==> src/rtl/ttt_pkg.sv <==
// Shared constants, state encoding and helpers for the tic-tac-toe auto opponent.
package ttt_pkg;

  localparam logic [1:0] CELL_EMPTY = 2'b00;
  localparam logic [1:0] CELL_PLYR  = 2'b01;
  localparam logic [1:0] CELL_COMP  = 2'b10;
  localparam logic [3:0] NULL_POS   = 4'd15;

  // Eight winning lines as cell index triples; scanned in this order.
  localparam logic [3:0] LINE_TBL [8][3] = '{
    '{4'd0, 4'd1, 4'd2},
    '{4'd3, 4'd4, 4'd5},
    '{4'd6, 4'd7, 4'd8},
    '{4'd0, 4'd3, 4'd6},
    '{4'd1, 4'd4, 4'd7},
    '{4'd2, 4'd5, 4'd8},
    '{4'd0, 4'd4, 4'd8},
    '{4'd2, 4'd4, 4'd6}
  };

  typedef enum logic [2:0] {
    ST_IDLE   = 3'd0,
    ST_PLAY   = 3'd1,
    ST_SETTLE = 3'd2,
    ST_CHECK  = 3'd3,
    ST_SCAN   = 3'd4,
    ST_PICK   = 3'd5,
    ST_ISSUE  = 3'd6
  } state_t;

  // Number of empty cells on a board (0..9, fits 4 bits).
  function automatic logic [3:0] count_empty(input logic [8:0][1:0] b);
    logic [3:0] n;
    n = '0;
    for (int i = 0; i < 9; i++)
      if (b[i] == CELL_EMPTY) n = n + 4'd1;
    return n;
  endfunction

endpackage

==> src/rtl/ttt_auto_opponent_if.sv <==
// Move/board interface between the human side, the game core and the auto opponent.
interface ttt_auto_opponent_if;
  logic       req;
  logic [3:0] req_pos;
  logic [1:0] pos1, pos2, pos3, pos4, pos5, pos6, pos7, pos8, pos9;
  logic [1:0] who;
  logic       play;
  logic [3:0] plyr_pos;
  logic       pc;
  logic [3:0] comp_pos;
  logic       busy;
  logic       illegal;
  logic       game_end;

  modport slave (
    input  req, req_pos, pos1, pos2, pos3, pos4, pos5, pos6, pos7, pos8, pos9, who,
    output play, plyr_pos, pc, comp_pos, busy, illegal, game_end
  );

  modport master (
    output req, req_pos, pos1, pos2, pos3, pos4, pos5, pos6, pos7, pos8, pos9, who,
    input  play, plyr_pos, pc, comp_pos, busy, illegal, game_end
  );
endinterface

==> src/rtl/ttt_line_eval.sv <==
// Evaluates one board line: two computer marks + a hole, two player marks + a hole,
// and the index of the lowest empty cell in the line.
module ttt_line_eval
  import ttt_pkg::*;
(
  input  logic [1:0] c0, c1, c2,
  input  logic [3:0] i0, i1, i2,
  output logic       comp_two,
  output logic       plyr_two,
  output logic [3:0] empty_idx
);

  logic [1:0] nc, np, ne;

  // Count marks per owner and locate the hole.
  always_comb begin
    nc = {1'b0, c0 == CELL_COMP}  + {1'b0, c1 == CELL_COMP}  + {1'b0, c2 == CELL_COMP};
    np = {1'b0, c0 == CELL_PLYR}  + {1'b0, c1 == CELL_PLYR}  + {1'b0, c2 == CELL_PLYR};
    ne = {1'b0, c0 == CELL_EMPTY} + {1'b0, c1 == CELL_EMPTY} + {1'b0, c2 == CELL_EMPTY};
    empty_idx = NULL_POS;
    if (c2 == CELL_EMPTY) empty_idx = i2;
    if (c1 == CELL_EMPTY) empty_idx = i1;
    if (c0 == CELL_EMPTY) empty_idx = i0;
    comp_two = (nc == 2'd2) && (ne == 2'd1);
    plyr_two = (np == 2'd2) && (ne == 2'd1);
  end

endmodule

==> src/rtl/ttt_auto_opponent.sv <==
// Computer player: forwards the human move, waits for the game to apply it,
// scans the eight lines one per cycle and strobes a reply once per turn.
module ttt_auto_opponent
  import ttt_pkg::*;
#(
  parameter int SETTLE_CYC   = 2,
  parameter int CENTER_FIRST = 1
) (
  input  logic               clk,
  input  logic               reset,
  ttt_auto_opponent_if.slave bus
);

  localparam int SW = (SETTLE_CYC > 1) ? $clog2(SETTLE_CYC) : 1;

  state_t          state, state_n;
  logic [8:0][1:0] brd, snap, brd_q;
  logic [SW-1:0]   scnt;
  logic [2:0]      lc;
  logic [3:0]      win_cell, blk_cell, emp_cnt, live_cnt;
  logic            win_vld, blk_vld;
  logic            ill_q, gend_q;
  logic [3:0]      ppos_q, cpos_q;
  logic            req_ok, rejected;
  logic            comp_two, plyr_two;
  logic [3:0]      line_hole, low_idx, pick_cell;

  assign brd = {bus.pos9, bus.pos8, bus.pos7, bus.pos6, bus.pos5,
                bus.pos4, bus.pos3, bus.pos2, bus.pos1};

  assign live_cnt = count_empty(brd);
  assign req_ok   = bus.req && (bus.req_pos <= 4'd8) && !gend_q;
  // An unchanged board after settling means the game refused the move.
  assign rejected = (state == ST_CHECK) && (brd == snap);

  ttt_line_eval u_line (
    .c0        (brd_q[LINE_TBL[lc][0]]),
    .c1        (brd_q[LINE_TBL[lc][1]]),
    .c2        (brd_q[LINE_TBL[lc][2]]),
    .i0        (LINE_TBL[lc][0]),
    .i1        (LINE_TBL[lc][1]),
    .i2        (LINE_TBL[lc][2]),
    .comp_two  (comp_two),
    .plyr_two  (plyr_two),
    .empty_idx (line_hole)
  );

  // Reply choice: win, then block, then centre, then lowest free cell.
  always_comb begin
    low_idx = NULL_POS;
    for (int i = 8; i >= 0; i--)
      if (brd_q[i] == CELL_EMPTY) low_idx = 4'(i);
    if (win_vld)                                         pick_cell = win_cell;
    else if (blk_vld)                                    pick_cell = blk_cell;
    else if ((CENTER_FIRST != 0) && (brd_q[4] == CELL_EMPTY)) pick_cell = 4'd4;
    else                                                 pick_cell = low_idx;
  end

  // State register.
  always_ff @(posedge clk or negedge reset) begin
    if (!reset) state <= ST_IDLE;
    else        state <= state_n;
  end

  // Next-state decode.
  always_comb begin
    state_n = state;
    case (state)
      ST_IDLE:   if (req_ok) state_n = ST_PLAY;
      ST_PLAY:   state_n = ST_SETTLE;
      ST_SETTLE: if (scnt == '0) state_n = ST_CHECK;
      ST_CHECK: begin
        if (rejected)                                  state_n = ST_IDLE;
        else if ((bus.who != 2'b00) || (live_cnt == 4'd0)) state_n = ST_ISSUE;
        else                                           state_n = ST_SCAN;
      end
      ST_SCAN:   if (lc == 3'd7) state_n = ST_PICK;
      ST_PICK:   state_n = ST_ISSUE;
      ST_ISSUE:  state_n = ST_IDLE;
      default:   state_n = ST_IDLE;
    endcase
  end

  // Datapath: request latch, settle/line counters, scan results, reply and flags.
  always_ff @(posedge clk or negedge reset) begin
    if (!reset) begin
      snap     <= '0;
      brd_q    <= '0;
      scnt     <= '0;
      lc       <= '0;
      win_cell <= '0;
      blk_cell <= '0;
      win_vld  <= 1'b0;
      blk_vld  <= 1'b0;
      emp_cnt  <= '0;
      ill_q    <= 1'b0;
      gend_q   <= 1'b0;
      ppos_q   <= '0;
      cpos_q   <= '0;
    end else begin
      ill_q <= 1'b0;
      case (state)
        ST_IDLE: if (bus.req) begin
          if (req_ok) begin
            ppos_q <= bus.req_pos;
            snap   <= brd;
          end else begin
            ill_q  <= 1'b1;
          end
        end
        ST_PLAY:   scnt <= SW'(SETTLE_CYC - 1);
        ST_SETTLE: if (scnt != '0) scnt <= scnt - SW'(1);
        ST_CHECK: begin
          brd_q   <= brd;
          emp_cnt <= live_cnt;
          lc      <= '0;
          win_vld <= 1'b0;
          blk_vld <= 1'b0;
          // Null move still releases the game's computer-turn state.
          if (!rejected && ((bus.who != 2'b00) || (live_cnt == 4'd0))) begin
            cpos_q <= NULL_POS;
            gend_q <= 1'b1;
          end
        end
        ST_SCAN: begin
          if (lc != 3'd7) lc <= lc + 3'd1;
          if (!win_vld && comp_two) begin
            win_vld  <= 1'b1;
            win_cell <= line_hole;
          end
          if (!blk_vld && plyr_two) begin
            blk_vld  <= 1'b1;
            blk_cell <= line_hole;
          end
        end
        ST_PICK: begin
          cpos_q <= pick_cell;
          if (win_vld || (emp_cnt == 4'd1)) gend_q <= 1'b1;
        end
        default: ;
      endcase
    end
  end

  assign bus.play     = (state == ST_PLAY);
  assign bus.pc       = (state == ST_ISSUE);
  assign bus.busy     = (state != ST_IDLE);
  assign bus.illegal  = ill_q | rejected;
  assign bus.game_end = gend_q;
  assign bus.plyr_pos = ppos_q;
  assign bus.comp_pos = cpos_q;

endmodule

==> src/flat_wrapper.sv <==
// flat-port wrapper written by rule: the top's interface ports become plain ports
module ttt_auto_opponent_flat import ttt_pkg::*;
#(
  parameter int SETTLE_CYC   = 2,
  parameter int CENTER_FIRST = 1
)
  (clk, reset, bus_req, bus_req_pos, bus_pos1, bus_pos2, bus_pos3, bus_pos4, bus_pos5, bus_pos6, bus_pos7, bus_pos8, bus_pos9, bus_who, bus_play, bus_plyr_pos, bus_pc, bus_comp_pos, bus_busy, bus_illegal, bus_game_end);
  ttt_auto_opponent_if bus_i ();
  input  logic clk;
  input  logic reset;
  input wire logic [$bits(bus_i.req)-1:0] bus_req;
  input wire logic [$bits(bus_i.req_pos)-1:0] bus_req_pos;
  input wire logic [$bits(bus_i.pos1)-1:0] bus_pos1;
  input wire logic [$bits(bus_i.pos2)-1:0] bus_pos2;
  input wire logic [$bits(bus_i.pos3)-1:0] bus_pos3;
  input wire logic [$bits(bus_i.pos4)-1:0] bus_pos4;
  input wire logic [$bits(bus_i.pos5)-1:0] bus_pos5;
  input wire logic [$bits(bus_i.pos6)-1:0] bus_pos6;
  input wire logic [$bits(bus_i.pos7)-1:0] bus_pos7;
  input wire logic [$bits(bus_i.pos8)-1:0] bus_pos8;
  input wire logic [$bits(bus_i.pos9)-1:0] bus_pos9;
  input wire logic [$bits(bus_i.who)-1:0] bus_who;
  output wire logic [$bits(bus_i.play)-1:0] bus_play;
  output wire logic [$bits(bus_i.plyr_pos)-1:0] bus_plyr_pos;
  output wire logic [$bits(bus_i.pc)-1:0] bus_pc;
  output wire logic [$bits(bus_i.comp_pos)-1:0] bus_comp_pos;
  output wire logic [$bits(bus_i.busy)-1:0] bus_busy;
  output wire logic [$bits(bus_i.illegal)-1:0] bus_illegal;
  output wire logic [$bits(bus_i.game_end)-1:0] bus_game_end;
  assign bus_i.req = bus_req;
  assign bus_i.req_pos = bus_req_pos;
  assign bus_i.pos1 = bus_pos1;
  assign bus_i.pos2 = bus_pos2;
  assign bus_i.pos3 = bus_pos3;
  assign bus_i.pos4 = bus_pos4;
  assign bus_i.pos5 = bus_pos5;
  assign bus_i.pos6 = bus_pos6;
  assign bus_i.pos7 = bus_pos7;
  assign bus_i.pos8 = bus_pos8;
  assign bus_i.pos9 = bus_pos9;
  assign bus_i.who = bus_who;
  assign bus_play = bus_i.play;
  assign bus_plyr_pos = bus_i.plyr_pos;
  assign bus_pc = bus_i.pc;
  assign bus_comp_pos = bus_i.comp_pos;
  assign bus_busy = bus_i.busy;
  assign bus_illegal = bus_i.illegal;
  assign bus_game_end = bus_i.game_end;
  ttt_auto_opponent #(.SETTLE_CYC(SETTLE_CYC), .CENTER_FIRST(CENTER_FIRST)) u_core (.clk(clk), .reset(reset), .bus(bus_i));
endmodule
==> config.mk <==
export PLATFORM = sky130hd
export DESIGN_NAME = ttt_auto_opponent_flat
export DESIGN_NICKNAME = d
export VERILOG_FILES = /design/src/rtl/ttt_pkg.sv /design/src/rtl/ttt_auto_opponent_if.sv /design/src/rtl/ttt_line_eval.sv /design/src/rtl/ttt_auto_opponent.sv /design/src/flat_wrapper.sv
export SDC_FILE = /design/constraint.sdc
export NUM_CORES = 1
export LEC_CHECK = 0
export BUFFER_PORTS_ARGS = -buffer_cell sky130_fd_sc_hd__buf_2
export CORE_MARGIN = 5
export CORE_UTILIZATION = 55
export DETAILED_ROUTE_END_ITERATION = 8
export PLACE_DENSITY = 0.84
export SYNTH_ARGS = -nofsm -noshare
export SYNTH_HDL_FRONTEND = slang
export SYNTH_SLANG_ARGS = --single-unit
==> constraint.sdc <==
create_clock -name clk -period 6.9 [get_ports clk]
set_input_delay 0 -clock clk [delete_from_list [all_inputs] [get_ports clk]]
set_output_delay 0 -clock clk [all_outputs]
set_load 0.03 [all_outputs]
# Word-level counts from Yosys, hierarchy flattened
# Memory sizes are Yosys's and may differ from the RTL's.
# Index checks and enable logic that the tools add are counted.
# totals
mem_bits_rw	0
input_bits	27
latchBits	0
word_cells	185
memories	1
output_inout_bits	13
regBits	67
romBits	96
# memory_table
name	words	word_bits	read_ports	rd_ports_with_merged_regs	write_ports	line_no	text
(name not given)	8	12	1	0	0	ttt_auto_opponent.sv:41	.i1 (LINE_TBL[lc][1]),
# classes
n_div	0
n_bitwise	2
n_eq_ne	27
order_cmp	5
n_reduce_logical	51
n_shift	0
multipliers	0
add_sub_neg	16
mux	53
# ops
operator	n
$mux W4	22
$logic_not A2 Y1	21
$add A4 B1 Y4 const B	7
$bmux W2 S4	3
$mux W12	2
$eq A18 B18 Y1	1
$mux W3	6
$pmux W3 S6	1
$lt A4 B5 Y1 const B	3
$eq A3 B3 Y1 const B	4
$ne A2 B1 Y1 const B	6
$reduce_and A2 Y1	6
$eq A2 B2 Y1 const B	5
$mux W1	9
$reduce_and A3 Y1	3
$eq A2 B1 Y1 const B	4
$logic_and A1 B1 Y1	8
$mux W2	4
$pmux W1 S2	4
$pmux W4 S2	1
$reduce_bool A2 Y1	4
$add A1 B1 Y2	3
$add A2 B1 Y2	3
$eq A3 B2 Y1 const B	2
17 further kinds	22

# Depth between registers and ports, before layout
# Gate-level depths: netlist (run 1).
# depth
depth_word	23
depth_mapped	27

# Hierarchy
# A second synthesis (run 1) with hierarchy kept.
# hier_totals
hier_cells	505
hier_area_um2	5052.3
# modules_own_cells
module	n_inst	cells_each	area_per_inst_um2	seq_area_each_um2
ttt_auto_opponent	1	472	4794.6	1676.6
ttt_line_eval	1	33	257.7	0.0

# Worst setup path before layout (run 1)
# Ideal clock, no wire load.
# synth_path
path_type	register to register
from	register u_core.lc[0]
to	register u_core.blk_cell[0]
slack_ns	2.034
t_arrival_ns	4.742
stages_incl_launch_ff	15
period_less_slack_ns	4.866
path_cell_list	dfrtp_1 > inv_1 > ha_1 > clkbuf_1 > nand2_1 > o21ai_1 > mux4_2 > a22o_1 > a22o_1 > or2_0 > clkbuf_1 > fa_1 > or4_1 > nor4b_1 > mux2_2
# synth_via
elab_chain_cells	13
word_cells_on_any_way	28
cone_classes	4 x add/sub; 5 x eq/ne; 11 x mux; 1 x bitwise; 6 x reduce/logical; 1 x memory
# synth_lines
element	line_no	text
start: declaration	ttt_auto_opponent.sv:19	logic [2:0] lc;
start signal: assignment	ttt_auto_opponent.sv:126	if (lc != 3'd7) lc <= lc + 3'd1;
$not A3 Y4 (implied by the code) *	--	
$mem_v2 Z8 W12 *	--	
$mux W12 (implied by the code) * (2 in a row)	ttt_auto_opponent.sv:41	
$bmux W2 S4, on equally long branches	ttt_auto_opponent.sv:37, ttt_auto_opponent.sv:38	
$mux W2, on equally long branches	ttt_auto_opponent.sv:37, ttt_auto_opponent.sv:38	
$eq A2 B1 Y1 (tied with other cells)	ttt_line_eval.sv:18	np = {1'b0, c0 == CELL_PLYR} + {1'b0, c1 == CELL_PLYR} + {1'b0, c2 == CELL_PLYR};
$add A1 B1 Y2, on equally long branches	ttt_line_eval.sv:18, ttt_line_eval.sv:19	
$add A2 B1 Y2, on equally long branches	ttt_line_eval.sv:18, ttt_line_eval.sv:19	
$eq A2 B2 Y1 or $eq A2 B1 Y1 (tied branches)	ttt_line_eval.sv:25	plyr_two = (np == 2'd2) && (ne == 2'd1);
$logic_and A1 B1 Y1	ttt_line_eval.sv:25	
$logic_and A1 B1 Y1	ttt_auto_opponent.sv:131	if (!blk_vld && plyr_two) begin
$reduce_and A2 Y1 (no line)	--	
end signal: assignment	ttt_auto_opponent.sv:133	blk_cell <= line_hole;
end: declaration	ttt_auto_opponent.sv:20	logic [3:0] win_cell, blk_cell, emp_cnt, live_cnt;
# Every way passes the cells marked *; elsewhere a longest branch is shown, timed or not. The select of a mux whose other input is x is not followed.
# A chain may end at the register's enable or synchronous reset.

# Final worst setup path (run 1)
# layout_path
from	input port bus_pos2[1]
to	register u_core.state[1]
# layout_via
elab_chain_cells	21
word_cells_on_any_way	23
cone_classes	7 x add/sub; 1 x eq/ne; 11 x mux; 4 x reduce/logical
# layout_lines
element	line_no	text
start: declaration	flat_wrapper.sv:14	input wire logic [$bits(bus_i.pos2)-1:0] bus_pos2;
$logic_not A2 Y1	ttt_pkg.sv:36	if (b[i] == CELL_EMPTY) n = n + 4'd1;
$mux W4	ttt_pkg.sv:36	
$add A4 B1 Y4	ttt_pkg.sv:36	
$mux W4	ttt_pkg.sv:36	
$add A4 B1 Y4	ttt_pkg.sv:36	
$mux W4	ttt_pkg.sv:36	
$add A4 B1 Y4	ttt_pkg.sv:36	
$mux W4	ttt_pkg.sv:36	
(+5 left out)	--	
$mux W4	ttt_pkg.sv:36	
$add A4 B1 Y4	ttt_pkg.sv:36	
$mux W4	ttt_pkg.sv:36	
$logic_not A4 Y1	ttt_auto_opponent.sv:74	else if ((bus.who != 2'b00) || (live_cnt == 4'd0)) state_n = ST_ISSUE;
$logic_or A1 B1 Y1	ttt_auto_opponent.sv:74	
$mux W2	ttt_auto_opponent.sv:74	
$mux W3 *	ttt_auto_opponent.sv:73	if (rejected) state_n = ST_IDLE;
$pmux W3 S6 *	ttt_auto_opponent.sv:68	case (state)
end signal: assignment	ttt_auto_opponent.sv:62	else state <= state_n;
end: declaration	ttt_auto_opponent.sv:16	state_t state, state_n;
# Every way passes the cells marked *; elsewhere a longest branch is shown, timed or not.

==> key figures, run 1 <==
Worst setup path
  – Crit-path most repeated cell: ha_1
  – Worst Setup EP: u_core.state[1]
  – Worst R2R Setup Slack: around 1.6 ns
  – Cell depth of the worst setup path: 27
  – Worst r2r dst: u_core.win_cell[0]
  – Startpoint types: input pin
  – Kind of critical path: in -> reg
  – CP required: around 7.2 ns
  – Crit path arrival time: a little over 6 ns
  – CP Max Fanout: 8
  – Cell family with most CP delay: simple AND/OR/NAND/NOR gates
  – Launch point of the worst reg-to-reg path: u_core.lc[0]
  – Worst path max stage delay: 0.53 ns
  – Worst r2r path cells: 12
  – Origin of the worst setup path: bus_pos2[1]
  – Slowest cell on crit path: dlygate4sd3_1
  – CP Buf/Inv Count: 4
  – CP Capture Type: flop

Logic synthesis
  – Cells after synthesis: between 400 and 500
  – Synth warn: 0
  – Area leader, netlist: dfrtp_1
  – Post-synthesis sequential area ratio: a little over a third
  – Syn nets: approximately 490
  – Post-synth top area share: 36.1%
  – Syn Area/Cell: 10.4 sq um
  – Post-Synthesis Cell Area: approximately 0.0046 sq mm
  – Number of synthesized flops with an enable pin: 0
  – Main flop type after synthesis: dfrtp_1
  – Post-synthesis cell type count: between 60 and 70
  – Async S/R FF share, synth: between 90% and 100%
  – Top post-synthesis cells by area: dfrtp_1 (36%), mux2_2 (11%), mux4_2 (5.8%), xnor2_1 (4.5%), ha_1 (3.2%)
  – #FFs+latches synth: between 60 and 70

Clocking
  – Hold-fix buffers, CTS: 19
  – Post-CTS Setup Bufs: 0
  – Cts bufs inserted: 9
  – CTS resizes: 0
  – CTS Buffer Depth: 2
  – CTS tree: built
  – Worst-Skew Late Latency: between 0.3 and 0.4 ns
  – Clock slew at reported path FFs: 0.09 ns
  – Root Buffer: clkbuf_8
  – CTS Sinks: 67
  – H-tree Lvls: 3

Job
  – Max_cap viols: 0

GRT
  – Gr usage total: 23.0%
  – Grt total ovfl: 0
  – Number of global-route vias before repair: 3832
  – First-pass GRT wire length: 18700 microns
  – Largest net degree at the start of global routing: between 60 and 70
  – Initial antenna violation count: 0

Hold path
  – Worst hold start: bus_pos3[1]
  – Hold Path Class: in -> reg

Timing
  – Max-slew violation count: 0
  – Final hold vios: 0
  – Worst Tran Pin Value: approximately 1.2 ns
  – Fin Setup TNS: 0 ns
  – Final period util: 83.4%
  – Worst Skew: 0.0158 ns
  – Fin crit period: roughly 5.8 ns
  – RSZ-0062 raised after global routing: no
  – Final WS setup: around 1.1 ns
  – Final setup violation count: 0
  – Worst rel slew slack: 17.2%
  – Fmax: 174 MHz

Detailed routing
  – Post-DRT Antenna Nets: 0
  – Total wire length: approximately 11000 microns
  – Via density: 6.24
  – # DRC: 0
  – WL per Instance: 18.5 microns
  – Starting DRT DRC Count: 206
  – First-pass DRT Iterations: 4
  – Via Count: around 3800

Placement
  – # placed instances: between 500 and 600
  – Post-Place Worst Slack: between 1 and 1.5 ns
  – Port Buf Inserts: 39
  – Post-DP Area: around 0.0049 sq mm
  – DPL Wire Length: between 8000 and 9000 microns
  – RD Place Congestion: just under 1

Finish
  – Layout cell share with drive strength beyond 1: 28.4%
  – Final nets: between 500 and 600
  – Area of the multi-input gates: 0.00279 sq mm
  – Syn-to-layout area delta: 13.4%
  – Ant diodes: 0
  – Most common cell after layout, fill and taps aside: dfrtp_1
  – Final instance area: roughly 0.0053 sq mm
  – FF+latch area: 0.00168 sq mm
  – Fillers: between 600 and 700
  – Most frequent cells in the layout: dfrtp_1 (67), mux2_2 (47), buf_2 (39)
  – Non-filler cells, final: 605

Floorplan
  – Rows: 33
  – Die width: between 100 and 150 microns
  – Core area: slightly above 0.008 sq mm
  – DIE AREA: about 0.010 sq mm
  – Initial core utilization: 56.5%
  – I/O pins: 40
  – Die height: roughly 100 microns

Power
  – Leakage: between 0.002 and 0.0025 uW
  – Total power: between 900 and 1000 uW
  – Peak supply drop: ~0.11 mV
  – Pwr dens: 186 mW/mm^2

Status
  – Status: finished, final reports clean
how the worst min path moves through the flow:
stage | to | cells past startpoint | slack (ns)
after CTS | u_core.snap[4] | 2 | 0.0009
after floorplan | u_core.blk_cell[0] | 0 | -0.30
after detailed placement | u_core.blk_cell[1] | 2 | 0.25
final | u_core.snap[5] | 2 | 0.01
after global routing | u_core.snap[6] | 2 | 0.02
after global placement | u_core.blk_cell[1] | 2 | 0.24
per-layer routing:
metal | wire (microns) | vias up | global-route usage, % | part of all wire (%)
met2 | 5890 | 118 | 41.5 | 53
met5 | 0 | - | 0 | 0
met1 | 4500 | 1879 | 28.3 | 40
met4 | 227 | 0 | 7.37 | 2.0
met3 | 552 | 28 | 3.55 | 4.9
li1 | - | 1752 | - | -
metrics by stage:
stage	hold WS [ns]	util [%]
final	0.0111	64.1
after floorplan	-0.296	-
after detailed placement	0.250	59.1
after global placement	0.238	59.1
after CTS	0.000859	64.1
after global routing	0.0241	64.1
area by class of cell:
| class | count | share of cell area (%) |
|---|---|---|
| clock buffers | 9 | 2.35 |
| clock inverters | 7 | 1.90 |
| inverters | 13 | 0.926 |
| multi-input cells | 345 | 53.0 |
| flip-flops and latches | 67 | 31.8 |
| well taps | 105 | 2.49 |
| repair buffers | 59 | 7.46 |
registers in the layout, indices dropped and copies added, names as in the netlist, 3 cells and up:
| name | count |
|---|---|
| u_core.blk_cell | 4 |
| u_core.brd_q | 18 |
| u_core.bus.comp_pos | 4 |
| u_core.bus.plyr_pos | 4 |
| u_core.emp_cnt | 4 |
| u_core.lc | 3 |
| u_core.snap | 18 |
| u_core.state | 3 |
| u_core.win_cell | 4 |
report_power, final:
part | total [uW] | internal [uW] | switching, uW
sequential | 419 | 405 | 14.0
combinational | 189 | 85.7 | 103
clock | 374 | 206 | 168
cell families after synthesis:
family	synth area share, %
buffers and inverters	3.74
AOI/OAI and AO/OA	13.2
xor gates and xnor gates	6.87
and+or+nand+nor	16.4
muxes	19.2
adders and majority gates	4.53
DFF	36.1
Yosys cell counts, types with 6 or more instances:
library cell,n
nor2_1,32
nand2b_1,8
mux2_2,47
nand4_1,7
mux2i_1,9
buf_6,6
nor3_1,16
xor2_1,8
nand2_1,30
or2_2,7
mux4_2,12
ha_1,12
o21ai_0,12
xnor2_1,24
nor4_1,6
clkbuf_1,12
a21oi_1,9
inv_1,13
dfrtp_1,67
o21ai_1,11
worst register-to-register path, stage by stage, from the launching register on:
cell     delay [ns]
dfrtp_1        0.45
inv_1          0.13
ha_1           0.50
nand2_1        0.11
o21ai_1        0.35
mux4_2         0.58
a22o_1         0.24
a22o_1         0.20
or2_0          0.32
fa_1           0.45
or4_1          0.51
nor4b_1        0.89
mux2_2         0.42
Power figures use the tool's default switching activity.
==> run 2: changes to the inputs <==
Settings changed: ABC_AREA set to 1, PLACE_DENSITY 0.84 to 0.87.
Clock period 6.9 ns to 4.8 ns, I/O delays scaled along.
==> run 2 against run 1 <==
Compared with the run above:
- flip-flop and latch count unchanged
- worst setup slack worse by 0.88 ns
- count of clock-buffer cells in the layout up 1
- combinational power up 11%
- power up 26%
- sequential share of layout area down 1.7 points
- non-clock buffer count up 7
- critical endpoint is now u_core.bus.comp_pos[3]
- largest cell class unchanged
==> key figures, run 2 <==
Timing
  – Fmax: ~220 MHz
  – Final period util: a little over nine tenths
  – Hold WS: 0.0359 ns (+0.0249 ns)
  – Worst Skew: 0.0140 ns (-0.00173 ns)
  – Worst Tran Pin Value: 1.27 ns (+0.0325 ns)
  – Fin crit period: between 4 and 5 ns
  – Max-slew violation count: 0 (unchanged)
  – Final hold vios: 0 (unchanged)
  – Final setup violation count: 0 (unchanged)
  – Worst rel slew slack: 15.1% (-2.1 points)
  – Fin Setup TNS: 0 ns (unchanged)

Worst setup path
  – Slowest cell on crit path: dlygate4sd3_1
  – Crit-path most repeated cell: nand2_1
  – CP required: 5.08 ns (-2.11 ns)
  – CP Buf/Inv Count: 6 (+2)
  – Worst path max stage delay: 0.54 ns (about the same)
  – CP Max Fanout: 6 (-2)
  – Cell family with most CP delay: simple AND/OR/NAND/NOR gates
  – Worst R2R Setup Slack: 1.00 ns (-0.62 ns)
  – CP Capture Type: flop
  – Kind of critical path: in -> reg
  – Crit path arrival time: 4.82 ns (-1.22 ns)
  – Startpoint types: input pin

Finish
  – Final nets: 773 (+44%)
  – Layout cell share with drive strength beyond 1: 18.5% (-9.9 points)
  – Biggest regs: u_core.brd_q x18, u_core.snap x18
  – Syn-to-layout area delta: 16.9%
  – Final core utilization: 65.0% (+0.89 points)
  – Most common cell after layout, fill and taps aside: nand2_1
  – Most frequent cells in the layout: nand2_1 (174), inv_1 (92), dfrtp_1 (67)
  – Ant diodes: 0 (unchanged)

Clocking
  – CTS Buffer Depth: 2 (unchanged)
  – CTS Sinks: 67 (unchanged)
  – Worst-Skew Late Latency: 0.35 ns (about the same)
  – CTS tree: built
  – Clock slew at reported path FFs: 0.08 ns (about the same)
  – Post-CTS Setup Bufs: 0 (unchanged)
  – Cts bufs inserted: 9 (unchanged)
  – Root Buffer: clkbuf_8
  – H-tree Lvls: 3 (unchanged)

Detailed routing
  – Starting DRT DRC Count: 340 (+65%)
  – Via Count: 4750 (+26%)
  – Total wire length: 12200 microns (+9.5%)
  – # DRC: 0 (unchanged)
  – Via density: 5.63 (-9.9%)
  – Post-DRT Antenna Nets: 0 (unchanged)
  – First-pass DRT Iterations: 5 (+1)
  – WL per Instance: 14.5 microns (-22%)

Logic synthesis
  – Async S/R FF share, synth: 100% (unchanged)
  – Post-synthesis cell type count: 44 (-36%)
  – Post-synth top area share: 35.3% (-0.83 points)
  – Top post-synthesis cells by area: dfrtp_1 (35%), nand2_1 (14%), inv_1 (7.3%), o21ai_0 (6.6%), nand3_1 (5.3%)
  – #FFs+latches synth: 67 (unchanged)
  – Main flop type after synthesis: dfrtp_1
  – Syn Area/Cell: 7.16 sq um (-31%)
  – Top-count cell post-synth: nand2_1
  – Number of synthesized flops with an enable pin: 0 (unchanged)
  – Commonest cells in the netlist: nand2_1 (178), inv_1 (93), dfrtp_1 (67), o21ai_0 (63), nand3_1 (50)
  – Cells after synthesis: 664 (+49%)
  – Area leader, netlist: dfrtp_1
  – Post-Synthesis Cell Area: 0.00475 sq mm (+2.3%)
  – Synth warn: 0 (unchanged)
  – Post-synthesis sequential area ratio: 35.3% (-0.83 points)
  – Syn nets: 706 (+45%)

Power
  – Total power: 1240 uW (+26%)
  – Gate power share: 17.0% (-2.2 points)
  – Switch share: 28.7% (-0.38 points)
  – Leakage: 0.00286 uW (+24%)
  – Pwr dens: 223 mW/mm^2 (+20%)
  – Psw: 355 uW (+24%)
  – Clock Power Share: 37.5% (-0.6 points)
  – Flop pwr share: 45.6% (+2.9 points)
  – P_int: 884 uW (+27%)
  – Peak supply drop: 0.151 mV (+32%)

Floorplan
  – Core area: 0.00855 sq mm (+4.1%)
  – Rows: 34 (+3.0%)
  – Initial core utilization: 55.6% (-0.94 points)
  – DIE AREA: 0.0106 sq mm (+2.1%)
  – Die width: 103 microns (+1.1%)
  – Die height: 103 microns (+1.1%)
  – I/O pins: 40 (unchanged)

GRT
  – Gr usage total: 23.9% (+0.95 points)
  – Number of global-route vias before repair: 4625 (+21%)
  – Grt total ovfl: 0 (unchanged)
  – First-pass GRT wire length: 20400 microns (+8.8%)
  – Initial antenna violation count: 0 (unchanged)
  – Largest net degree at the start of global routing: 66 (-2.9%)

Status
  – Status: finished, final reports clean

Placement
  – Port Buf Inserts: 39 (unchanged)
  – RD Place Congestion: 0.905 (-6.3%)
  – DPL Wire Length: 8710 microns (+7.4%)

Job
  – Max_cap viols: 0 (unchanged)

Hold path
  – Hold Path Class: in -> reg
run 2: area by class of cell:
type	instances	area [sq um]
flip-flops and latches	67	1680
multi-input cells	486	2710
well taps	108	135
clock inverters	6	65.1
fillers	656	2990
inverters	101	379
clock buffers	10	128
repair buffers	66	467
run 2: kinds of logic (layout without fill, tap and decap cells):
logic type	after synthesis	count (layout)	share of synthesized area [%]
adders and majority gates	15	15	4.42
buffers and inverters	111	183	8.82
muxes	10	10	2.37
DFF	67	67	35.3
xor gates and xnor gates	10	10	1.84
and+or+nand+nor	351	351	35.2
AOI/OAI and AO/OA	100	100	12.1
run 2: metal layers:
metal	wire length (microns)	vias up	part of all wire (%)	global-route usage, %
li1	-	2277	-	-
met1	5090	2255	42	29.7
met2	6100	177	50	41.3
met3	585	41	4.8	3.11
met4	449	0	3.7	11.2
met5	0	-	0	0
run 2: worst register-to-register path, stage by stage (launching register included):
cell and delay, ns:
dfrtp_1 0.40, inv_1 0.17, ha_1 0.17, nand2_1 0.07, nand2_1 0.42, o21ai_0 0.25, or2_2 0.32, a32oi_1 0.25
inv_1 0.06, nor2_1 0.18, inv_1 0.15, fa_1 0.50, nor2_1 0.17, nand4_1 0.30, nand2_1 0.17, o21ai_0 0.10
run 2: through the flow:
| stage | setup WS, ns | std cells | cell area, sq um |
|---|---|---|---|
| floorplan | 0.724 | 664 | 4750 |
| global placement | 0.357 | 804 | 5070 |
| detailed placement | 0.169 | 804 | 5070 |
| CTS | 0.0120 | 844 | 5500 |
| global route | -0.0142 | 844 | 5560 |
| finish | 0.265 | 844 | 5560 |
run 2: power groups by stage:
stage	logic (uW)	registers (uW)	clock network (uW)
2_1_floorplan	124	576	0
3_3_place_gp	172	576	0
3_5_place_dp	180	576	0
4_1_cts	196	565	469
5_1_grt	234	564	492
6_report	210	565	464
run 2: repair_timing:
item	4_1_cts	5_1_grt
endpoints found under the hold margin	104	0
hold buffers	24	0
endpoints found under the setup margin	0	7
resized for setup	0	16
run 2: path summary, 6_finish.rpt:
check / from / to / cells after the start
setup / recovery: bus_pos1[1] / u_core.bus.comp_pos[3] / 37
hold / removal: bus_who[0] / u_core.state[1] / 5
setup reg to reg: u_core.lc[0] / u_core.blk_cell[3] / 15
hold reg to reg: u_core.blk_cell[1] / u_core.blk_cell[1] / 2
max in group asynchronous: reset / u_core.brd_q[14] / 3
min in group asynchronous: reset / u_core.snap[3] / 3
